<file path="config.mk">
export PLATFORM = sky130hd
export DESIGN_NAME = if_fetch_unit_flat
export DESIGN_NICKNAME = d
export VERILOG_FILES = /design/src/rtl/if_fetch_unit_pkg.sv /design/src/rtl/if_fetch_unit_if.sv /design/src/rtl/if_fetch_unit_packet_builder.sv /design/src/rtl/if_fetch_unit.sv /design/src/flat_wrapper.sv
export SDC_FILE = /design/constraint.sdc
export NUM_CORES = 1
export LEC_CHECK = 0
export CORE_ASPECT_RATIO = 1.4
export CORE_MARGIN = 2
export CORE_UTILIZATION = 40
export CTS_BUF_LIST = sky130_fd_sc_hd__clkbuf_4
export DETAILED_ROUTE_END_ITERATION = 12
export HOLD_SLACK_MARGIN = 0.08
export PLACE_DENSITY_LB_ADDON = 0.15
export REMOVE_ABC_BUFFERS = 1
export SYNTH_ARGS = -nofsm -noshare
export SYNTH_HDL_FRONTEND = slang
export SYNTH_SLANG_ARGS = --single-unit
</file>
<file path="constraint.sdc">
create_clock -name clk -period 3.9 [get_ports clk]
set_input_delay 0.39 -clock clk [delete_from_list [all_inputs] [get_ports clk]]
set_output_delay 0.39 -clock clk [all_outputs]
set_load 0.02 [all_outputs]
</file>
<file path="src/rtl/if_fetch_unit_pkg.sv">
// Shared LC-3b fetch types: machine word, register index, IF/ID packet and fetch FSM states.
package lc3b_types;

  typedef logic [15:0] lc3b_word;
  typedef logic [2:0]  lc3b_reg;

  typedef struct packed {
    logic     valid;
    lc3b_word pc;
    lc3b_word inst;
    lc3b_reg  sr1;
    lc3b_reg  sr2;
    lc3b_reg  dr_sr;
    logic     sr2_mux_sel;
  } lc3b_ipacket;

  typedef enum logic [1:0] {
    FETCH,
    HOLD,
    DROP
  } lc3b_fetch_state;

  localparam lc3b_word LC3B_PC_STEP = 16'd2;

endpackage

</file>
<file path="src/rtl/if_fetch_unit_if.sv">
// Instruction-memory read handshake between the fetch unit (master) and memory (slave).
interface if_fetch_unit_if;
  import lc3b_types::*;

  logic     imem_read;
  lc3b_word imem_address;
  lc3b_word imem_rdata;
  logic     imem_resp;

  modport master (
    output imem_read,
    output imem_address,
    input  imem_rdata,
    input  imem_resp
  );

  modport slave (
    input  imem_read,
    input  imem_address,
    output imem_rdata,
    output imem_resp
  );

endinterface

</file>
<file path="src/rtl/if_fetch_unit_packet_builder.sv">
// Combinational decode of a fetched word and its address into an IF/ID packet.
module if_packet_builder
  import lc3b_types::*;
(
  input  lc3b_word    i_word,
  input  lc3b_word    i_addr,
  output lc3b_ipacket o_packet
);

  always_comb begin
    o_packet             = '0;
    o_packet.valid       = 1'b1;
    o_packet.pc          = i_addr;
    o_packet.inst        = i_word;
    o_packet.dr_sr       = i_word[11:9];
    o_packet.sr1         = i_word[8:6];
    o_packet.sr2         = i_word[2:0];
    o_packet.sr2_mux_sel = i_word[5];
  end

endmodule

</file>
<file path="src/rtl/if_fetch_unit.sv">
// Fetch stage: owns the PC, runs the imem read handshake and feeds the IF/ID latch through a one-entry hold buffer.
module if_fetch_unit
  import lc3b_types::*;
#(
  parameter lc3b_word RESET_PC = 16'h0000
) (
  input  logic                   clk,
  input  logic                   reset,
  input  logic                   stall,
  input  logic                   redirect,
  input  lc3b_word               redirect_pc,
  if_fetch_unit_if.master        imem,
  output lc3b_ipacket            ipacket_out
);

  lc3b_fetch_state r_state;
  lc3b_word        r_pc;
  lc3b_word        r_req_addr;
  lc3b_ipacket     r_hold;
  lc3b_ipacket     r_out;

  lc3b_ipacket     w_packet;
  lc3b_word        w_pc_next;
  lc3b_word        w_redir_pc;
  lc3b_word        w_reset_pc;

  if_packet_builder u_builder (
    .i_word   (imem.imem_rdata),
    .i_addr   (r_req_addr),
    .o_packet (w_packet)
  );

  assign w_pc_next         = r_pc + LC3B_PC_STEP;
  assign w_redir_pc        = redirect_pc & 16'hFFFE;
  assign w_reset_pc        = RESET_PC & 16'hFFFE;
  assign imem.imem_read    = (r_state != HOLD);
  assign imem.imem_address = r_req_addr;
  assign ipacket_out       = r_out;

  always_ff @(posedge clk) begin
    if (reset) begin
      r_state    <= FETCH;
      r_pc       <= w_reset_pc;
      r_req_addr <= w_reset_pc;
      r_hold     <= '0;
      r_out      <= '0;
    end else if (redirect) begin
      r_pc         <= w_redir_pc;
      r_out.valid  <= 1'b0;
      r_hold.valid <= 1'b0;
      // An outstanding read cannot be cancelled: wait it out in DROP unless it completes this cycle.
      if (r_state == HOLD || imem.imem_resp) begin
        r_state    <= FETCH;
        r_req_addr <= w_redir_pc;
      end else begin
        r_state    <= DROP;
      end
    end else begin
      unique case (r_state)
        FETCH: begin
          if (imem.imem_resp) begin
            r_pc       <= w_pc_next;
            r_req_addr <= w_pc_next;
            if (stall) begin
              r_hold  <= w_packet;
              r_state <= HOLD;
            end else begin
              r_out   <= w_packet;
            end
          end else if (!stall) begin
            r_out.valid <= 1'b0;
          end
        end
        HOLD: begin
          if (!stall) begin
            r_out        <= r_hold;
            r_hold.valid <= 1'b0;
            r_req_addr   <= r_pc;
            r_state      <= FETCH;
          end
        end
        DROP: begin
          r_out.valid <= 1'b0;
          if (imem.imem_resp) begin
            r_req_addr <= r_pc;
            r_state    <= FETCH;
          end
        end
        default: r_state <= FETCH;
      endcase
    end
  end

endmodule

</file>
<file path="src/flat_wrapper.sv">
// flat-port wrapper written by rule: the top's interface ports become plain ports
module if_fetch_unit_flat import lc3b_types::*;
#(
  parameter lc3b_word RESET_PC = 16'h0000
)
  (clk, reset, stall, redirect, redirect_pc, ipacket_out, imem_imem_read, imem_imem_address, imem_imem_rdata, imem_imem_resp);
  if_fetch_unit_if imem_i ();
  input  logic clk;
  input  logic reset;
  input  logic stall;
  input  logic redirect;
  input  lc3b_word redirect_pc;
  output lc3b_ipacket ipacket_out;
  output wire logic [$bits(imem_i.imem_read)-1:0] imem_imem_read;
  output wire logic [$bits(imem_i.imem_address)-1:0] imem_imem_address;
  input wire logic [$bits(imem_i.imem_rdata)-1:0] imem_imem_rdata;
  input wire logic [$bits(imem_i.imem_resp)-1:0] imem_imem_resp;
  assign imem_imem_read = imem_i.imem_read;
  assign imem_imem_address = imem_i.imem_address;
  assign imem_i.imem_rdata = imem_imem_rdata;
  assign imem_i.imem_resp = imem_imem_resp;
  if_fetch_unit #(.RESET_PC(RESET_PC)) u_core (.clk(clk), .reset(reset), .stall(stall), .redirect(redirect), .redirect_pc(redirect_pc), .imem(imem_i), .ipacket_out(ipacket_out));
endmodule
</file>
==> Yosys cells after proc, flatten, opt, wreduce, memory -nomap -nowiden <==
Cells that the tools add are included.
{ "classes": {"eq_ne": 12, "reduce_logical": 16, "mux": 26, "bitwise": 1, "addsub": 1} }
{ "op_table": {"columns": ["op", "count"], "rows": [
  ["$mux 43", 4],
  ["$mux 16", 8],
  ["$pmux 42 s2", 1],
  ["$pmux 16 s3", 1],
  ["$mux 42", 1],
  ["$add 16x2->16 const B", 1],
  ["$mux 2", 6],
  ["$ne 3x3->1 const B", 4],
  ["$reduce_and 4->1", 3],
  ["$reduce_and 5->1", 2],
  ["$ne 2x2->1 const B", 4],
  ["$pmux 2 s3", 1],
  ["$reduce_bool 2->1", 3],
  ["$ne 2x1->1 const B", 2],
  ["$reduce_and 2->1", 2],
  ["$reduce_bool 4->1", 1],
  ["$pmux 1 s3", 1],
  ["$reduce_and 3->1", 1],
  ["$reduce_bool 3->1", 1],
  ["$eq 2x1->1 const B", 1],
  ["$eq 2x2->1 const B", 1],
  ["$logic_not 2->1", 1],
  ["$mux 1", 2],
  ["$pmux 1 s2", 1],
  ["other kinds (3)", 3]
]} }
{ "totals": {"word_cells": 74, "register_bits": 120, "in_bits": 37} }

==> Depth between registers and ports, before layout <==
Gate-level depths: netlist of run 1.
{ "depth": {"word_depth": 4, "ltp_mapped": 9} }

==> Modules after synthesis <==
Synthesis of run 1 repeated with hierarchy kept, for this count alone.
{ "unflattened": {"cells_unflattened": 685, "hier_area_um2": 5814.3} }
{ "modules_own_cells": {"columns": ["module", "cells_each", "area_each_um2", "n_inst"], "rows": [
  ["if_fetch_unit", 641, 5487.8, 1],
  ["if_packet_builder", 44, 326.6, 1]
]} }

==> Worst setup path after synthesis of run 1 <==
Ideal clock, no wire load.
{ "synth_timing": {"path_kind": "reg-to-reg", "from": "reg u_core.r_state[0]", "to": "reg u_core.r_req_addr[11] (netlist: u_core.imem.imem_address[11])", "path_slack_ns": 1.952, "n_path_buf": 1, "setup_ns": 0.101, "synth_period_minus_slack_ns": 1.948, "stages_incl_launch_ff": 9, "t_arrival_ns": 1.847, "cell_sequence": "dfxtp_1 inv_1 ha_1 clkbuf_1 nand4b_1 nor3_1 xor2_1 nor2_1 o41ai_1"} }
{ "synth_via": {"elab_chain_len": 4} }
{ "synth_lines": {"columns": ["element", "line_no", "source"], "rows": [
  ["start, declared", "if_fetch_unit.sv:16", "lc3b_fetch_state r_state;"],
  ["start signal, assigned", "if_fetch_unit.sv:42", "r_state <= FETCH;"],
  ["start signal, assigned", "if_fetch_unit.sv:53", "r_state <= FETCH;"],
  ["start signal, assigned", "if_fetch_unit.sv:56", "r_state <= DROP;"],
  ["$eq 2x1->1", "if_fetch_unit.sv:52, if_fetch_unit.sv:59", null],
  ["$logic_or 1x1->1", "if_fetch_unit.sv:52", "if (r_state == HOLD || imem.imem_resp) begin"],
  ["$ne 2x1->1 (no line)", null, null],
  ["$reduce_and 5->1 (no line)", null, null],
  ["end signal, assigned", "if_fetch_unit.sv:54", "r_req_addr <= w_redir_pc;"],
  ["end signal, assigned", "if_fetch_unit.sv:63", "r_req_addr <= w_pc_next;"],
  ["end signal, assigned", "if_fetch_unit.sv:78", "r_req_addr <= r_pc;"],
  ["end, declared", "if_fetch_unit.sv:18", "lc3b_word r_req_addr;"]
]} }
Parallel ways exist; a longest one is shown, timed or not.
A chain may end at the register's enable or synchronous reset.

==> Worst setup path after layout of run 1 <==
{ "layout_timing": {"from": "reg u_core.r_state[1]", "to": "out imem_imem_read"} }
{ "layout_via": {"elab_chain_len": 1} }
{ "layout_lines": {"columns": ["element", "line_no", "source"], "rows": [
  ["$ne 2x1->1", "if_fetch_unit.sv:36", "assign imem.imem_read = (r_state != HOLD);"],
  ["end, declared", "flat_wrapper.sv:14", "output wire logic [$bits(imem_i.imem_read)-1:0] imem_imem_read;"]
]} }
No other way between the ends.

==> impl_metrics.py, run 1 <==
metrics = {
    "layout": {
        "synthToLayoutAreaGrowth_pct": 23.9,
        "n_fill_cell": 1105,
        "final_common_cell": "dfxtp_1",
        "fin_nets": 629,
        "fin_area_um2": 5500,
        "drive_gt1_frac": 0.0556,
        "final_cell_mix": "dfxtp_1, clkdlybuf4s50_1, nand2_1",
    },
    "power_and_ir_drop": {
        "clkPwrFrac": 0.273,
        "swShare": 0.296,
        "comb_power_share": 0.184,
        "ir_drop_v": 0.000145,
        "powerDensity_nw_per_um2": 361,
        "p_switching_uw": 588,
        "leakagePower_uw": 0.00181,
        "power.internal_uw": 1400,
        "power_uw": 1990,
        "sequentialPowerShare": 0.542,
    },
    "timing": {
        "setup_viol": 0,
        "setup_tns_ns": 0,
        "worst_slack_ns": 1.05,
        "fin_skew_ns": 0.0111,
        "finalCriticalPeriod_ns": 2.85,
        "final.period_utilization": 0.731,
        "rsz0062_at_grt": "false",
        "slew_headroom": 0.396,
        "fmax_ghz": 0.351,
        "slew_viol_final": 0,
        "hold_viol_final": 0,
        "tightest_slew_ns": 0.906,
    },
    "global_route": {
        "antenna_found_initial": 1,
        "grt_pass1_vias": 3598,
        "grt_pass1_wl_um": 17100,
        "grt_usage": 0.179,
        "grt_max_degree": 84,
        "grt_overflow": 0,
    },
    "routing": {
        "postRouteAntennaNets": 0,
        "finalWirelength_um": 10500,
        "vias": 3851,
        "route.detailed.drc": 0,
        "drtPass1Iterations": 4,
        "wl_per_cell_um": 14.3,
        "vias_per_cell": 5.24,
        "drt_iter0_markers": 128,
    },
    "floorplan": {
        "core-area_um2": 10800,
        "die_y_um": 129,
        "io_pins": 97,
        "start_util": 0.411,
        "num_rows": 45,
        "dieArea_um2": 12000,
        "die_w_um": 93.1,
    },
    "synthesis": {
        "synth_edf_count": 0,
        "ys_ff_latch": 96,
        "syn_inst": 529,
        "syn_area_per_cell_um2": 8.40,
        "synth-main-ff-cell": "dfxtp_1",
        "synth_area_um2": 4440,
        "async_flop_share": 0,
        "ys_types": 47,
        "ys_seq_area_frac": 0.433,
        "yosys_warnings": 0,
    },
    "clocking": {
        "cts_setup_buffers": 0,
        "cts_inserted_buffers": 9,
        "clk_pin_slew_ns": 0.14,
        "numClockSinks": 96,
        "htree_levels": 3,
        "cts_buffer_depth": 2,
        "clock_latency_ns": 0.45,
        "root_buffer": "clkbuf_4",
        "cts_resized": 0,
        "hold_buffers": 0,
        "cts_tree": "done",
    },
    "worst_setup_path": {
        "worstSetupStartpointType": "flop",
        "rrSetupSlack_ns": 1.50,
        "r2r-end": "u_core.imem.imem_address[8]",
        "rr_startpoint": "u_core.r_state[1]",
        "reg2regPathDepth": 7,
        "worst_ep_arrival_time_ns": 2.46,
        "cp.required_ns": 3.51,
        "cp_max_fo": 26,
        "end_kind": "output pin",
        "critPathKind": "reg2out",
    },
    "placed_design": {
        "port_buffers": 93,
        "place.gp.congestion": 0.847,
        "place_ws_ns": 1.30,
        "place_area_um2": 5360,
        "hpwl_um": 7020,
    },
    "run": {
        "drv_cap": 0,
    },
    "worst_hold_path": {
        "hold_path_end": "u_core.r_hold[5]",
        "min_from": "u_core.r_hold[5]",
        "hold_path.class": "reg2reg",
        "whs_path_depth": 2,
    },
    "run_status": {
        "status": "finished, final reports clean",
    },
}
-- area by class of cell --
| type | count | area [µm²] | share of cell area |
|---|---|---|---|
| Clock inverter | 7 | 70.1 | 0.0127 |
| Inverter | 8 | 30.0 | 0.00546 |
| Multi-Input combinational cell | 373 | 2260 | 0.410 |
| Timing Repair Buffer | 100 | 978 | 0.178 |
| Antenna cell | 1 | 2.50 | 0.000455 |
| Clock buffer | 9 | 67.6 | 0.0123 |
| Sequential cell | 96 | 1920 | 0.349 |
| Tap cell | 141 | 176 | 0.0321 |
-- sequential cells by signal, indices dropped and copies added, names as in the netlist --
name / cells
u_core.imem.imem_address: 15
u_core.ipacket_out: 32
u_core.r_hold: 32
u_core.r_pc: 15
u_core.r_state: 2
-- cell usage after synthesis (2+ instances only) --
| cell type | count | share of area |
|---|---|---|
| nand2b_1 | 3 | 0.0042 |
| a211oi_1 | 34 | 0.057 |
| inv_1 | 7 | 0.0059 |
| a2111oi_0 | 2 | 0.0039 |
| buf_2 | 5 | 0.0056 |
| nand3_1 | 12 | 0.014 |
| mux2i_1 | 33 | 0.074 |
| clkbuf_1 | 30 | 0.025 |
| dfxtp_1 | 96 | 0.43 |
| xnor2_1 | 10 | 0.020 |
| a21boi_0 | 6 | 0.010 |
| a311oi_1 | 4 | 0.0079 |
| o41ai_1 | 3 | 0.0059 |
| and3_1 | 2 | 0.0028 |
| nand4b_1 | 2 | 0.0039 |
| nor2b_1 | 2 | 0.0028 |
| nor3_1 | 8 | 0.0090 |
| buf_4 | 13 | 0.022 |
| nand4_1 | 9 | 0.013 |
| o21a_1 | 5 | 0.0084 |
| o211ai_1 | 8 | 0.014 |
| xor2_1 | 11 | 0.022 |
| o21ai_0 | 6 | 0.0068 |
| nand2_1 | 86 | 0.073 |
| nor2_1 | 53 | 0.045 |
| ha_1 | 4 | 0.011 |
| or3_1 | 2 | 0.0028 |
| a31oi_1 | 6 | 0.0084 |
| a21oi_1 | 43 | 0.048 |
| buf_1 | 5 | 0.0042 |
| nor4_1 | 3 | 0.0042 |
-- worst max-delay path by stage --
stage | start | endpoint | cells after the start
4_1_cts | u_core.r_state[1] | imem_imem_read | 5
3_3_place_gp | imem_imem_resp | u_core.imem.imem_address[8] | 5
5_1_grt | u_core.r_state[1] | imem_imem_read | 5
2_1_floorplan | u_core.r_state[1] | u_core.ipacket_out[12] | 5
3_5_place_dp | imem_imem_resp | u_core.ipacket_out[34] | 6
6_report | u_core.r_state[1] | imem_imem_read | 5
-- kinds of logic (layout without fill, tap and decap cells) --
group,count (synthesis),in the layout,synth area share
other cells,1,3,0.000844
simple gates,188,188,0.187
buf+inv,61,124,0.0639
flops,96,96,0.433
compound gates,125,125,0.189
fa+ha+maj,4,4,0.0113
xor+xnor,21,21,0.0414
mux,33,33,0.0743
-- power groups by stage --
stage	clock network (µW)	logic [µW]	registers [µW]
6_report	543	366	1080
5_1_grt	607	400	1090
4_1_cts	564	370	1080
3_5_place_dp	0	369	1100
3_3_place_gp	0	365	1100
2_1_floorplan	0	153	1140
-- routing by layer --
layer | vias to the layer above | GRT usage | routed length [µm]
met3 | 9 | 0.0351 | 510
met1 | 1780 | 0.216 | 4590
met2 | 100 | 0.310 | 5260
met4 | 0 | 0.0779 | 144
li1 | 1962 | - | -
met5 | - | 0 | 0
-- through the flow --
stage	hold slack, ns	instances	util
2_1_floorplan	0.430	477	-
3_5_place_dp	0.447	718	0.496
5_1_grt	0.480	735	0.509
4_1_cts	0.467	734	0.509
6_report	0.465	735	0.509
3_3_place_gp	0.441	718	0.496
-- critical path, stage by stage, from the launching register on --
cell             delay, ns
dfxtp_1               0.38
inv_1                 0.10
ha_2                  0.43
buf_4                 0.48
inv_1                 0.07
clkdlybuf4s50_1       0.54
(Power assumes the default switching activity.)
==> run 2: changes to the inputs <==
clock period = 2.66 ns   (was 3.9 ns; I/O delays follow)
==> run 2 against run 1 <==
  * Clock skew up 0.0076 ns
  * Count of clock-buffer cells in the layout did not move
  * Worst hold slack worse by 0.094 ns
  * Clock power rose by 23%
  * Critical path depth unchanged
  * Wire length increased by 0.24%
  * Combinational power increased by 48%
  * Via count decreased by 0.49%
  * Global-route usage increased by 0.19 points
  * Critical path type unchanged
  * Highest routed layer unchanged
==> impl_metrics.py, run 2 (synthesis results as in run 1) <==
metrics = {
    "worst_setup_path": {
        "crit_start": "u_core.r_state[1]",
        "path_buf_inv": 4,
        "crit_top_cell": "inv_1",
        "cp_max_fo": 14,
        "cp.required_ns": 2.39,
        "rr_startpoint": "u_core.r_state[0]",
        "worst_ep_arrival_time_ns": 2.24,
        "path_cells": "inv_1, ha_2, buf_4, inv_1, clkdlybuf4s50_1",
        "reg2regPathDepth": 7,
        "end_kind": "output pin",
        "slowest_stage": "clkdlybuf4s50_1",
        "cp.depth": 5,
        "endpoint": "imem_imem_read",
        "rrSetupSlack_ns": 0.34,
        "worstSetupStartpointType": "flop",
        "critPathTopFamily": "buffers and inverters",
        "critPathKind": "reg2out",
        "crit_path_max_incr_delay_ns": 0.53,
        "r2r-end": "u_core.imem.imem_address[8]",
    },
    "floorplan": {
        "die_w_um": 93.1,
        "die_y_um": 129,
        "num_rows": 45,
        "dieArea_um2": 12000,
        "io_pins": 97,
        "start_util": 0.411,
        "core-area_um2": 10800,
    },
    "layout": {
        "n_fill_cell": 1083,
        "seq_area_um2": 1920,
        "synthToLayoutAreaGrowth_pct": 24.1,
        "multiInputGateArea_um2": 2260,
        "final_common_cell": "dfxtp_1",
        "fin_nets": 633,
        "final_cell_mix": "dfxtp_1, clkdlybuf4s50_1, nand2_1",
        "drive_gt1_frac": 0.0570,
    },
    "global_route": {
        "antenna_found_initial": 1,
        "grt_overflow": 0,
        "grt_pass1_wl_um": 17400,
        "grt_pass1_vias": 3515,
        "grt_usage": 0.181,
        "grt_max_degree": 84,
    },
    "clocking": {
        "root_buffer": "clkbuf_4",
        "cts_tree": "done",
        "clk_pin_slew_ns": 0.16,
        "cts_setup_buffers": 0,
        "hold_buffers": 0,
        "htree_levels": 3,
        "cts_resized": 0,
        "clock_latency_ns": 0.45,
        "cts_buffer_depth": 2,
        "numClockSinks": 96,
        "cts_inserted_buffers": 9,
    },
    "timing": {
        "rsz0062_at_grt": "false",
        "setup_tns_ns": 0,
        "fmax_ghz": 0.398,
        "finalCriticalPeriod_ns": 2.51,
        "final.period_utilization": 0.944,
        "hold_viol_final": 0,
        "slew_viol_final": 0,
        "tightest_slew_ns": 0.894,
        "slew_headroom": 0.404,
        "setup_viol": 0,
        "timing.hold.ws_ns": 0.371,
        "fin_skew_ns": 0.0187,
    },
    "placed_design": {
        "place.gp.congestion": 0.840,
        "port_buffers": 93,
        "hpwl_um": 7140,
    },
    "routing": {
        "postRouteAntennaNets": 0,
        "vias_per_cell": 5.19,
        "drt_iter0_markers": 144,
        "route.detailed.drc": 0,
        "drtPass1Iterations": 5,
        "wl_per_cell_um": 14.3,
        "vias": 3832,
        "finalWirelength_um": 10500,
    },
    "power_and_ir_drop": {
        "leakagePower_uw": 0.00182,
        "ir_drop_v": 0.000177,
        "powerDensity_nw_per_um2": 506,
    },
    "run": {
        "drv_cap": 0,
    },
    "run_status": {
        "status": "finished, final reports clean",
    },
    "worst_hold_path": {
        "hold_path.class": "in2reg",
    },
}
## run 2: cell count changes in the layout (fill, tap and decap cells not counted), sizes merged
cell and change:
bufinv -1, clkinvlp -1, inv -2, buf +4, clkinv +4
## run 2: worst register-to-register path: stages, from the launching register on
cell and delay (ns):
dfxtp_1 0.41, inv_1 0.08, ha_1 0.31, nor2_1 0.18, a2bb2oi_1 0.40, o22a_1 0.53
o211ai_1 0.17, a21oi_1 0.17
## run 2: layer usage
metal | vias up | track usage | wire length, µm
met4 | 0 | 0.0787 | 153
met3 | 11 | 0.0246 | 469
li1 | 1965 | - | -
met5 | - | 0 | 0
met2 | 100 | 0.316 | 5290
met1 | 1756 | 0.223 | 4620
## run 2: worst min path at each step
stage | cells past startpoint | slack (ns) | startpoint | endpoint
after floorplan | 1 | 0.34 | reset | u_core.imem.imem_address[2]
after global routing | 3 | 0.37 | imem_imem_rdata[6] | u_core.r_hold[7]
after detailed placement | 2 | 0.45 | u_core.r_hold[39] | u_core.r_hold[39]
after CTS | 3 | 0.34 | imem_imem_rdata[6] | u_core.r_hold[7]
final | 3 | 0.37 | imem_imem_rdata[6] | u_core.r_hold[7]
after global placement | 2 | 0.44 | u_core.r_hold[13] | u_core.r_hold[13]
## run 2: metrics by stage
step	power, µW	area [µm²]	utilization	setup WS, ns	instances
5_1_grt	2940	5510	0.510	0.00793	739
6_report	2790	5510	0.510	0.149	739
3_3_place_gp	2150	5410	0.500	0.373	722
2_1_floorplan	1890	4190	-	-1.52	477
4_1_cts	2830	5510	0.510	0.0975	738
3_5_place_dp	2160	5410	0.500	0.304	722
## run 2: cell type report
class | instances | share of cell area
antenna | 1 | 0.000454
tap | 141 | 0.0320
multi-input combinational | 373 | 0.409
sequential | 96 | 0.349
clock inverter | 7 | 0.00703
timing repair buffer | 104 | 0.185
clock buffer | 9 | 0.0123
inverter | 8 | 0.00545
## run 2: report_power, final
group | internal (µW) | switching, µW
Sequential | 1510 | 67.9
Combinational | 254 | 289
Clock | 184 | 484
==> run 3: changes to the inputs <==
HOLD_SLACK_MARGIN = unset   (was 0.08)
PLACE_DENSITY_LB_ADDON = 0.25   (was 0.15)
==> run 3 against run 2 <==
  * Non-clock buffer count decreased by 1
  * Via count increased by 0.57%
  * Worst hold slack better by 0.023 ns
  * Setup slack improved by 0.20 ns
  * Clock skew shrank 0.0046 ns
==> impl_metrics.py, run 3 (synthesis results as in run 1) <==
metrics = {
    "power_and_ir_drop": {
        "power_uw": 2980,
        "powerDensity_nw_per_um2": 536,
        "ir_drop_v": 0.000183,
        "leakagePower_uw": 0.00183,
    },
    "worst_setup_path": {
        "end_kind": "flop",
        "cp_max_fo": 12,
        "critPathKind": "reg2reg",
        "worstSetupStartpointType": "flop",
        "worst_ep_arrival_time_ns": 2.66,
        "reg2regPathDepth": 7,
        "cp.required_ns": 3.01,
    },
    "layout": {
        "synthToLayoutAreaGrowth_pct": 25.0,
        "n_fill_cell": 1085,
        "fin_cells": 737,
        "fin_nets": 632,
        "drive_gt1_frac": 0.0588,
        "post-route-util": 0.514,
        "final_cell_mix": "dfxtp_1, clkdlybuf4s50_1, nand2_1",
        "final_common_cell": "dfxtp_1",
    },
    "routing": {
        "wl_per_cell_um": 13.9,
        "route.detailed.drc": 0,
        "vias_per_cell": 5.23,
        "drtPass1Iterations": 4,
        "drt_iter0_markers": 162,
        "finalWirelength_um": 10200,
        "vias": 3854,
        "postRouteAntennaNets": 0,
    },
    "timing": {
        "hold_viol_final": 0,
        "slew_viol_final": 0,
        "fin_skew_ns": 0.0141,
        "slew_headroom": 0.423,
        "tightest_slew_ns": 0.865,
        "final.period_utilization": 0.868,
        "finalCriticalPeriod_ns": 2.31,
        "setup_viol": 0,
        "rsz0062_at_grt": "false",
        "worst_slack_ns": 0.351,
        "fmax_ghz": 0.433,
        "setup_tns_ns": 0,
    },
    "clocking": {
        "cts_inserted_buffers": 9,
        "numClockSinks": 96,
        "clk_pin_slew_ns": 0.14,
        "htree_levels": 3,
        "cts_setup_buffers": 0,
        "root_buffer": "clkbuf_4",
        "cts_resized": 0,
        "cts_buffer_depth": 2,
        "cts_tree": "done",
        "hold_buffers": 0,
        "clock_latency_ns": 0.44,
    },
    "global_route": {
        "busiest_layer": "met2",
        "grt_use_met2": 0.322,
        "antenna_found_initial": 1,
        "gr-usage-met1": 0.214,
        "grt_use_met3": 0.0299,
        "grt_overflow": 0,
        "grt_pass1_wl_um": 17400,
        "grt_usage": 0.180,
        "grt_pass1_vias": 3702,
        "grt_max_degree": 84,
    },
    "floorplan": {
        "start_util": 0.411,
        "dieArea_um2": 12000,
        "die_w_um": 93.1,
        "core-area_um2": 10800,
        "io_pins": 97,
        "num_rows": 45,
        "die_y_um": 129,
    },
    "placed_design": {
        "hpwl_um": 7110,
        "place.gp.congestion": 0.859,
        "place_inst": 721,
        "place_ws_ns": 0.317,
        "port_buffers": 93,
    },
    "run_status": {
        "status": "finished, final reports clean",
    },
    "worst_hold_path": {
        "hold_path.class": "in2reg",
        "whs_path_depth": 3,
    },
    "run": {
        "drv_cap": 0,
    },
}
[run 3: cell count changes in the layout (fill, tap and decap cells not counted), sizes merged]
cell,change
buf,-1
bufinv,+2
clkbuf,+2
clkinv,-5
[run 3: metal layers]
metal  routed length (µm)  share of wire
met1                 4340           0.42
met5                    0              0
met3                  361          0.035
met2                 5380           0.53
met4                  150          0.015
[run 3: worst paths after layout]
kind | start | end | slack (ns)
max reg2reg | u_core.r_state[1] | u_core.imem.imem_address[1] | 0.35
min | imem_imem_rdata[14] | u_core.r_hold[24] | 0.39
max | u_core.r_state[1] | u_core.imem.imem_address[1] | 0.35
min reg2reg | u_core.r_hold[32] | u_core.r_hold[32] | 0.46
[run 3: where the power goes]
group | switching (µW) | total [µW] | internal, µW
clock network | 462 | 858 | 396
registers | 68.8 | 1580 | 1510
logic | 286 | 538 | 252
total | 817 | 2980 | 2160
[run 3: through the flow]
step | instance area (µm²) | hold WS, ns
6_report | 5550 | 0.394
3_5_place_dp | 5400 | 0.446
2_1_floorplan | 4190 | 0.335
5_1_grt | 5550 | 0.379
4_1_cts | 5550 | 0.362
3_3_place_gp | 5400 | 0.441
[run 3: cell type report]
type,count,area [µm²],area share
multi-input cells,373,2260,0.406
well taps,141,176,0.0318
repair buffers,103,1010,0.183
inverters,8,30.0,0.00541
clock inverters,4,70.1,0.0126
diodes,1,2.50,0.000451
flip-flops and latches,96,1920,0.346
clock buffers,11,82.6,0.0149
[run 3: critical path, cell delays in order, from the launching register on]
cell       delay [ns]
dfxtp_1          0.42
inv_1            0.10
ha_1             0.31
nor2_1           0.18
a2bb2oi_1        0.37
o22a_1           0.52
nor2_1           0.07
a311oi_1         0.24
